--- src/rtl/ysyx_23060236_btb.sv ---
// Direct-mapped branch target buffer between EXU (writes) and IFU (lookups).
// Lookups see flush-then-write state of the same edge and answer one cycle later.
module ysyx_23060236_btb #(
   parameter int IDX_W = 4,
   parameter int PC_W  = 25
) (
   input  logic            clock,
   input  logic            reset,
   input  logic            btb_wvalid,
   input  logic [PC_W-1:0] btb_wpc,
   input  logic [31:0]     btb_wtarget,
   input  logic            btb_flush,
   input  logic            ifu_req_valid,
   input  logic [31:0]     ifu_pc,
   output logic            pred_valid,
   output logic            pred_hit,
   output logic [31:0]     pred_target
);

   localparam int DEPTH = 1 << IDX_W;
   localparam int TAG_W = PC_W - 2 - IDX_W;

   logic [DEPTH-1:0] valid_q, valid_d;
   logic [TAG_W-1:0] tag_q    [DEPTH];
   logic [31:0]      target_q [DEPTH];

   logic [IDX_W-1:0] w_idx, r_idx;
   logic [TAG_W-1:0] w_tag, r_tag;
   logic [PC_W-1:0]  wpc_plus4;
   logic             w_fall, w_fill;

   logic             bypass;
   logic [TAG_W-1:0] eff_tag;
   logic [31:0]      eff_target;
   logic             lookup_hit;

   logic             pred_valid_q;
   logic             pred_hit_q, pred_hit_d;
   logic [31:0]      pred_target_q, pred_target_d;

   // Only the PC window [PC_W-1:2] participates; aliasing above it is accepted.
   logic unused_bits;
   assign unused_bits = ^{ifu_pc[31:PC_W], ifu_pc[1:0], btb_wpc[1:0]};

   assign w_idx     = btb_wpc[IDX_W+1:2];
   assign w_tag     = btb_wpc[PC_W-1:IDX_W+2];
   assign r_idx     = ifu_pc[IDX_W+1:2];
   assign r_tag     = ifu_pc[PC_W-1:IDX_W+2];
   assign wpc_plus4 = btb_wpc + PC_W'(4);

   // A target equal to pc+4 means the branch fell through: drop the entry.
   assign w_fall = (btb_wtarget[PC_W-1:0] == wpc_plus4);
   assign w_fill = btb_wvalid && !w_fall;

   // NOTE: every variable assigned in always_comb gets a default first so no
   // path leaves it unassigned, which would otherwise infer a latch.
   always_comb begin
      valid_d = valid_q;
      if (btb_flush) begin
         valid_d = '0;
      end
      if (btb_wvalid) begin
         valid_d[w_idx] = !w_fall;
      end
   end

   // NOTE: sequential state is updated with non-blocking assignments so all
   // registers sample the pre-edge values regardless of statement order.
   always_ff @(posedge clock or posedge reset) begin
      if (reset) begin
         valid_q <= '0;
      end else begin
         valid_q <= valid_d;
      end
   end

   // NOTE: the tag and target arrays are deliberately not reset; an entry is
   // only ever trusted through valid_q, so their power-up contents are harmless.
   always_ff @(posedge clock) begin
      if (w_fill) begin
         tag_q[w_idx]    <= w_tag;
         target_q[w_idx] <= btb_wtarget;
      end
   end

   // Write-first bypass; valid_d already carries the flush-then-write ordering.
   always_comb begin
      bypass     = btb_wvalid && (w_idx == r_idx);
      eff_tag    = tag_q[r_idx];
      eff_target = target_q[r_idx];
      if (bypass) begin
         eff_tag    = w_tag;
         eff_target = btb_wtarget;
      end
      lookup_hit = valid_d[r_idx] && (eff_tag == r_tag);
   end

   always_comb begin
      pred_hit_d    = pred_hit_q;
      pred_target_d = pred_target_q;
      if (ifu_req_valid) begin
         pred_hit_d    = lookup_hit;
         pred_target_d = lookup_hit ? eff_target : 32'h0;
      end
   end

   // Reset also drops a request sampled just before it, so no stale pulse follows.
   always_ff @(posedge clock or posedge reset) begin
      if (reset) begin
         pred_valid_q  <= 1'b0;
         pred_hit_q    <= 1'b0;
         pred_target_q <= 32'h0;
      end else begin
         pred_valid_q  <= ifu_req_valid;
         pred_hit_q    <= pred_hit_d;
         pred_target_q <= pred_target_d;
      end
   end

   assign pred_valid  = pred_valid_q;
   assign pred_hit    = pred_hit_q;
   assign pred_target = pred_target_q;

endmodule

--- config.mk ---
export PLATFORM = sky130hd
export DESIGN_NAME = ysyx_23060236_btb
export DESIGN_NICKNAME = d
export VERILOG_FILES = /design/src/rtl/ysyx_23060236_btb.sv
export SDC_FILE = /design/constraint.sdc
export NUM_CORES = 1
export LEC_CHECK = 0
export BUFFER_PORTS_ARGS = -buffer_cell sky130_fd_sc_hd__buf_4
export CAP_MARGIN = 20
export CORE_ASPECT_RATIO = 0.8
export CORE_MARGIN = 5
export CORE_UTILIZATION = 60
export DETAILED_ROUTE_END_ITERATION = 7
export PLACE_DENSITY = 0.78
export SLEW_MARGIN = 5
export SYNTH_ARGS = -nofsm -noshare
export SYNTH_HDL_FRONTEND = slang
export SYNTH_SLANG_ARGS = --single-unit
--- constraint.sdc ---
create_clock -name clock -period 3.5 [get_ports clock]
set_input_delay 0.7 -clock clock [delete_from_list [all_inputs] [get_ports clock]]
set_output_delay 0.7 -clock clock [all_outputs]
set_load 0.005 [all_outputs]
==> flow_metrics.tcl <==
set metrics [dict create \
    tns_ps 0 \
    cts_num_sinks 866 \
    layoutNonFillerInstCount 2945 \
    power.leakage_nw 14.79 \
    power_per_cell_area_nw_per_um2 523.5 \
    reg2reg_depth 9 \
    num_io_pins 128 \
    final.period_utilization_pct 99.76 \
    placed_area_um2 39720 \
    max_freq_mhz 286.4 \
    synth.lib_cells_used.distinct 73 \
    final.setup_skew_ps 31.37 \
    crit_top_cell "sky130_fd_sc_hd__buf_12" \
    replace_congestion 0.9575 \
    detail_route.wirelength.met1_um 36340 \
    worst-path-max-fanout 17 \
    h-tree-depth 3 \
    wl_met3_um 9547 \
    std_cell_rows 80 \
    global_route.overflow_total 0 \
    detail_route.wirelength_um 96360 \
    synth_sequential_area_ratio_pct 72.22 \
    library_cell_used_as_clock_root_buffer "sky130_fd_sc_hd__clkbuf_16" \
    flow.area_growth_from_synthesis_pct 19.54 \
    routed-via-count 20040 \
    synth_fp_nets 1855 \
    finalCoreUtilization_pct 71.94 \
    initial_core_util_pct 60.18 \
    clock_latency_ps 640 \
    worst-path-stages 10 \
    synth_top_cells_by_area "sky130_fd_sc_hd__edfxtp_1 69%, sky130_fd_sc_hd__mux4_2 13%, sky130_fd_sc_hd__dfrtp_1 3.5%" \
    largest_area_contributor_in_the_synthesized_netlist "sky130_fd_sc_hd__edfxtp_1" \
    finalHoldViolations 0 \
    core-area_um2 59260 \
    postSynthRegisterBits 866 \
    critical-path-slowest-cell "sky130_fd_sc_hd__mux4_1" \
    worst_setup_hold_path_clk_slew_ps 70 \
    grt_antenna_before_repair 2 \
    grt_pass1_wl_um 138500 \
    numPortBuffers 118 \
    grt_max_degree 53 \
    uppermost_layer_routed "met4" \
    yosys_warnings 0 \
    cp_cell_sequence "buf_8, buf_4, buf_12, mux4_1, mux4_2, nand2b_1, or4_4, o2bb2ai_4, buf_12, o41ai_2" \
    chipWidth_um 282.6 \
    wire_per_inst_um 32.72 \
    final.min_clock_period_ps 3492 \
    drtIter0Drc 2741 \
    timing.final.setup_violations 0 \
    setup.worst_path.class "primary input to flip-flop" \
    critPathTopFamily "multiplexers" \
    worst_slew_pin_slew_ps 812.4 \
    timing.critical_path.required_ps 4020 \
    synth_ff_type "sky130_fd_sc_hd__edfxtp_1" \
    viasPerCell 6.804 \
    proportion_of_layout_cells_with_a_drive_suffix_above_1_pct 35.67 \
    postSynthAreaPerCell_um2 20.30 \
    crit_arrival_ps 4010 \
    synth_edf_count 816 \
    min_path_type "primary input to flip-flop" \
    outcome "finished clean" \
    yosys.area.top_type_share_pct 68.72 \
    first_global_vias 20330 \
    grt_util_all_layers_pct 29.79 \
    final_cell_area_um2 42630 \
    tritoncts "built" \
    numCtsBuffers 80 \
    number_of_iterations_in_the_first_detailed_routing_pass 6 \
    fin_nets 2197 \
    timing.critical_path.to_type "flip-flop" \
    cap_viol_max_count 0 \
    wl_met2_um 47080 \
    dp_cells 2791 \
    fillcell_total 3399 \
    ant_nets 0 \
    timing.slew.headroom_pct 45.84 \
    die_extent_in_y_um 228.1 \
    async_flop_share_pct 5.774 \
    worst_hold_path.num_cells 1 \
    synth_instances 1757 \
    max-clock-path-buffers 3 \
    design.die.area_um2 64440 \
    final.hold.worst_slack_ps 305.7 \
    detailed_place_hpwl_um 56630 \
    drcViolationCount 0 \
    timing.critical_path.from_type "primary input" \
    crit_buf_inv 4 \
    max-vdd-ir-drop_uv 480.8 \
    synth.cell_area_um2 35660 \
    final-max-slew-violation-count 0 \
    timing.critical_path.slowest_cell_delay_ps 570 \
]
metrics by stage:
stage          setup slack [ps]  power (W)
2_1_floorplan            0.4372    0.01267
3_3_place_gp             -436.9    0.01340
3_5_place_dp             -566.8    0.01346
4_1_cts                   14.26    0.02235
5_1_grt                  -50.64    0.02300
6_report                  8.454    0.02232
where the power goes:
part           switching, W  total, W  leakage (nW)  internal, W
logic              0.000965   0.00172          5.42     0.000759
registers         0.0000586    0.0116          8.06       0.0115
clock network       0.00381   0.00900          1.31      0.00519
routing by layer:
layer,track usage [%],up-vias
met3,7.268,233
met4,9.376,0
li1,-,8088
met5,0,-
met2,47.33,1328
met1,41.80,10390
path summary, 6_finish.rpt:
kind	startpoint	to	slack, ps
max	ifu_pc[2]	pred_target[12]	8
min	btb_wpc[16]	tag_q[12][10]	310
max reg2reg	tag_q[3][12]	pred_target[12]	40
min reg2reg	pred_target[4]	pred_target[4]	500
max in group asynchronous	reset	pred_target[21]	2350
min in group asynchronous	reset	pred_target[12]	610
sequential cells by signal, indices dropped and copies added, names as in the netlist:
signal / flops
valid_q: 16
pred_target: 32
pred_hit: 1
tag_q: 304
pred_valid: 1
target_q: 512
synth_stat cells, types with 4 or more instances:
library cell                  n
sky130_fd_sc_hd__a21oi_1     12
sky130_fd_sc_hd__a221oi_1     8
sky130_fd_sc_hd__a22o_1       6
sky130_fd_sc_hd__a22oi_1     15
sky130_fd_sc_hd__a31oi_1      8
sky130_fd_sc_hd__and2_1       6
sky130_fd_sc_hd__and3_1       9
sky130_fd_sc_hd__buf_1       13
sky130_fd_sc_hd__buf_2       29
sky130_fd_sc_hd__buf_4        4
sky130_fd_sc_hd__buf_6       14
sky130_fd_sc_hd__clkbuf_1    45
sky130_fd_sc_hd__dfrtp_1     50
sky130_fd_sc_hd__edfxtp_1   816
sky130_fd_sc_hd__ha_1         4
sky130_fd_sc_hd__inv_1       20
sky130_fd_sc_hd__mux2_2       8
sky130_fd_sc_hd__mux2i_1     91
sky130_fd_sc_hd__mux4_1      14
sky130_fd_sc_hd__mux4_2     207
sky130_fd_sc_hd__nand2_1     31
sky130_fd_sc_hd__nand2b_1    40
sky130_fd_sc_hd__nand3_1     15
sky130_fd_sc_hd__nand4_1     16
sky130_fd_sc_hd__nor2_1      36
sky130_fd_sc_hd__nor2b_1      8
sky130_fd_sc_hd__nor3_1      17
sky130_fd_sc_hd__nor4_1      14
sky130_fd_sc_hd__o2111ai_1    4
sky130_fd_sc_hd__o211ai_1    16
sky130_fd_sc_hd__o21ai_0     22
sky130_fd_sc_hd__o22ai_1     10
sky130_fd_sc_hd__o2bb2ai_1    4
sky130_fd_sc_hd__o311ai_0     6
sky130_fd_sc_hd__o41ai_1      4
sky130_fd_sc_hd__o41ai_2     29
sky130_fd_sc_hd__or3_1        4
sky130_fd_sc_hd__or4_1        4
sky130_fd_sc_hd__xnor2_1     32
sky130_fd_sc_hd__xor2_1      17
logic make-up after synthesis:
family,synth area share [%]
compound gates,4.474
xor+xnor,1.204
fa+ha+maj,0.1404
buf+inv,1.832
flops,72.22
mux,16.91
simple gates,3.214
cell usage in the layout (no fill, tap or decap), drive strengths merged, types with 16 or more instances in the layout:
cell	count
edfxtp	816
buf	362
mux4	221
clkbuf	108
mux2i	91
dfrtp	50
nand2b	40
nor2	36
o41ai	33
xnor2	32
nand2	31
inv	26
clkinv	24
o21ai	22
nor3	17
xor2	17
nand4	16
o211ai	16
what timing repair did:
| action | in CTS | in global routing |
|---|---|---|
| pin swaps | 0 | 5 |
| setup buffers | 0 | 0 |
| gates resized for setup | 2 | 17 |
| hold buffers | 0 | 1 |
| endpoints found under the setup margin | 11 | 33 |
| endpoints found under the hold margin | 0 | 7 |
| gates cloned | 0 | 3 |
final cells by class:
| type | instances | area [um2] | area share, % |
|---|---|---|---|
| clock buffers | 105 | 2200 | 5.160 |
| well taps | 779 | 974.7 | 2.287 |
| clock inverters | 42 | 486.7 | 1.142 |
| repair buffers | 366 | 3547 | 8.321 |
| multi-input cells | 763 | 9577 | 22.47 |
| inverters | 22 | 82.58 | 0.1937 |
| diodes | 2 | 5.005 | 0.01174 |
| flip-flops and latches | 866 | 25750 | 60.42 |
Note: power is estimated with default switching activity, not from simulation.
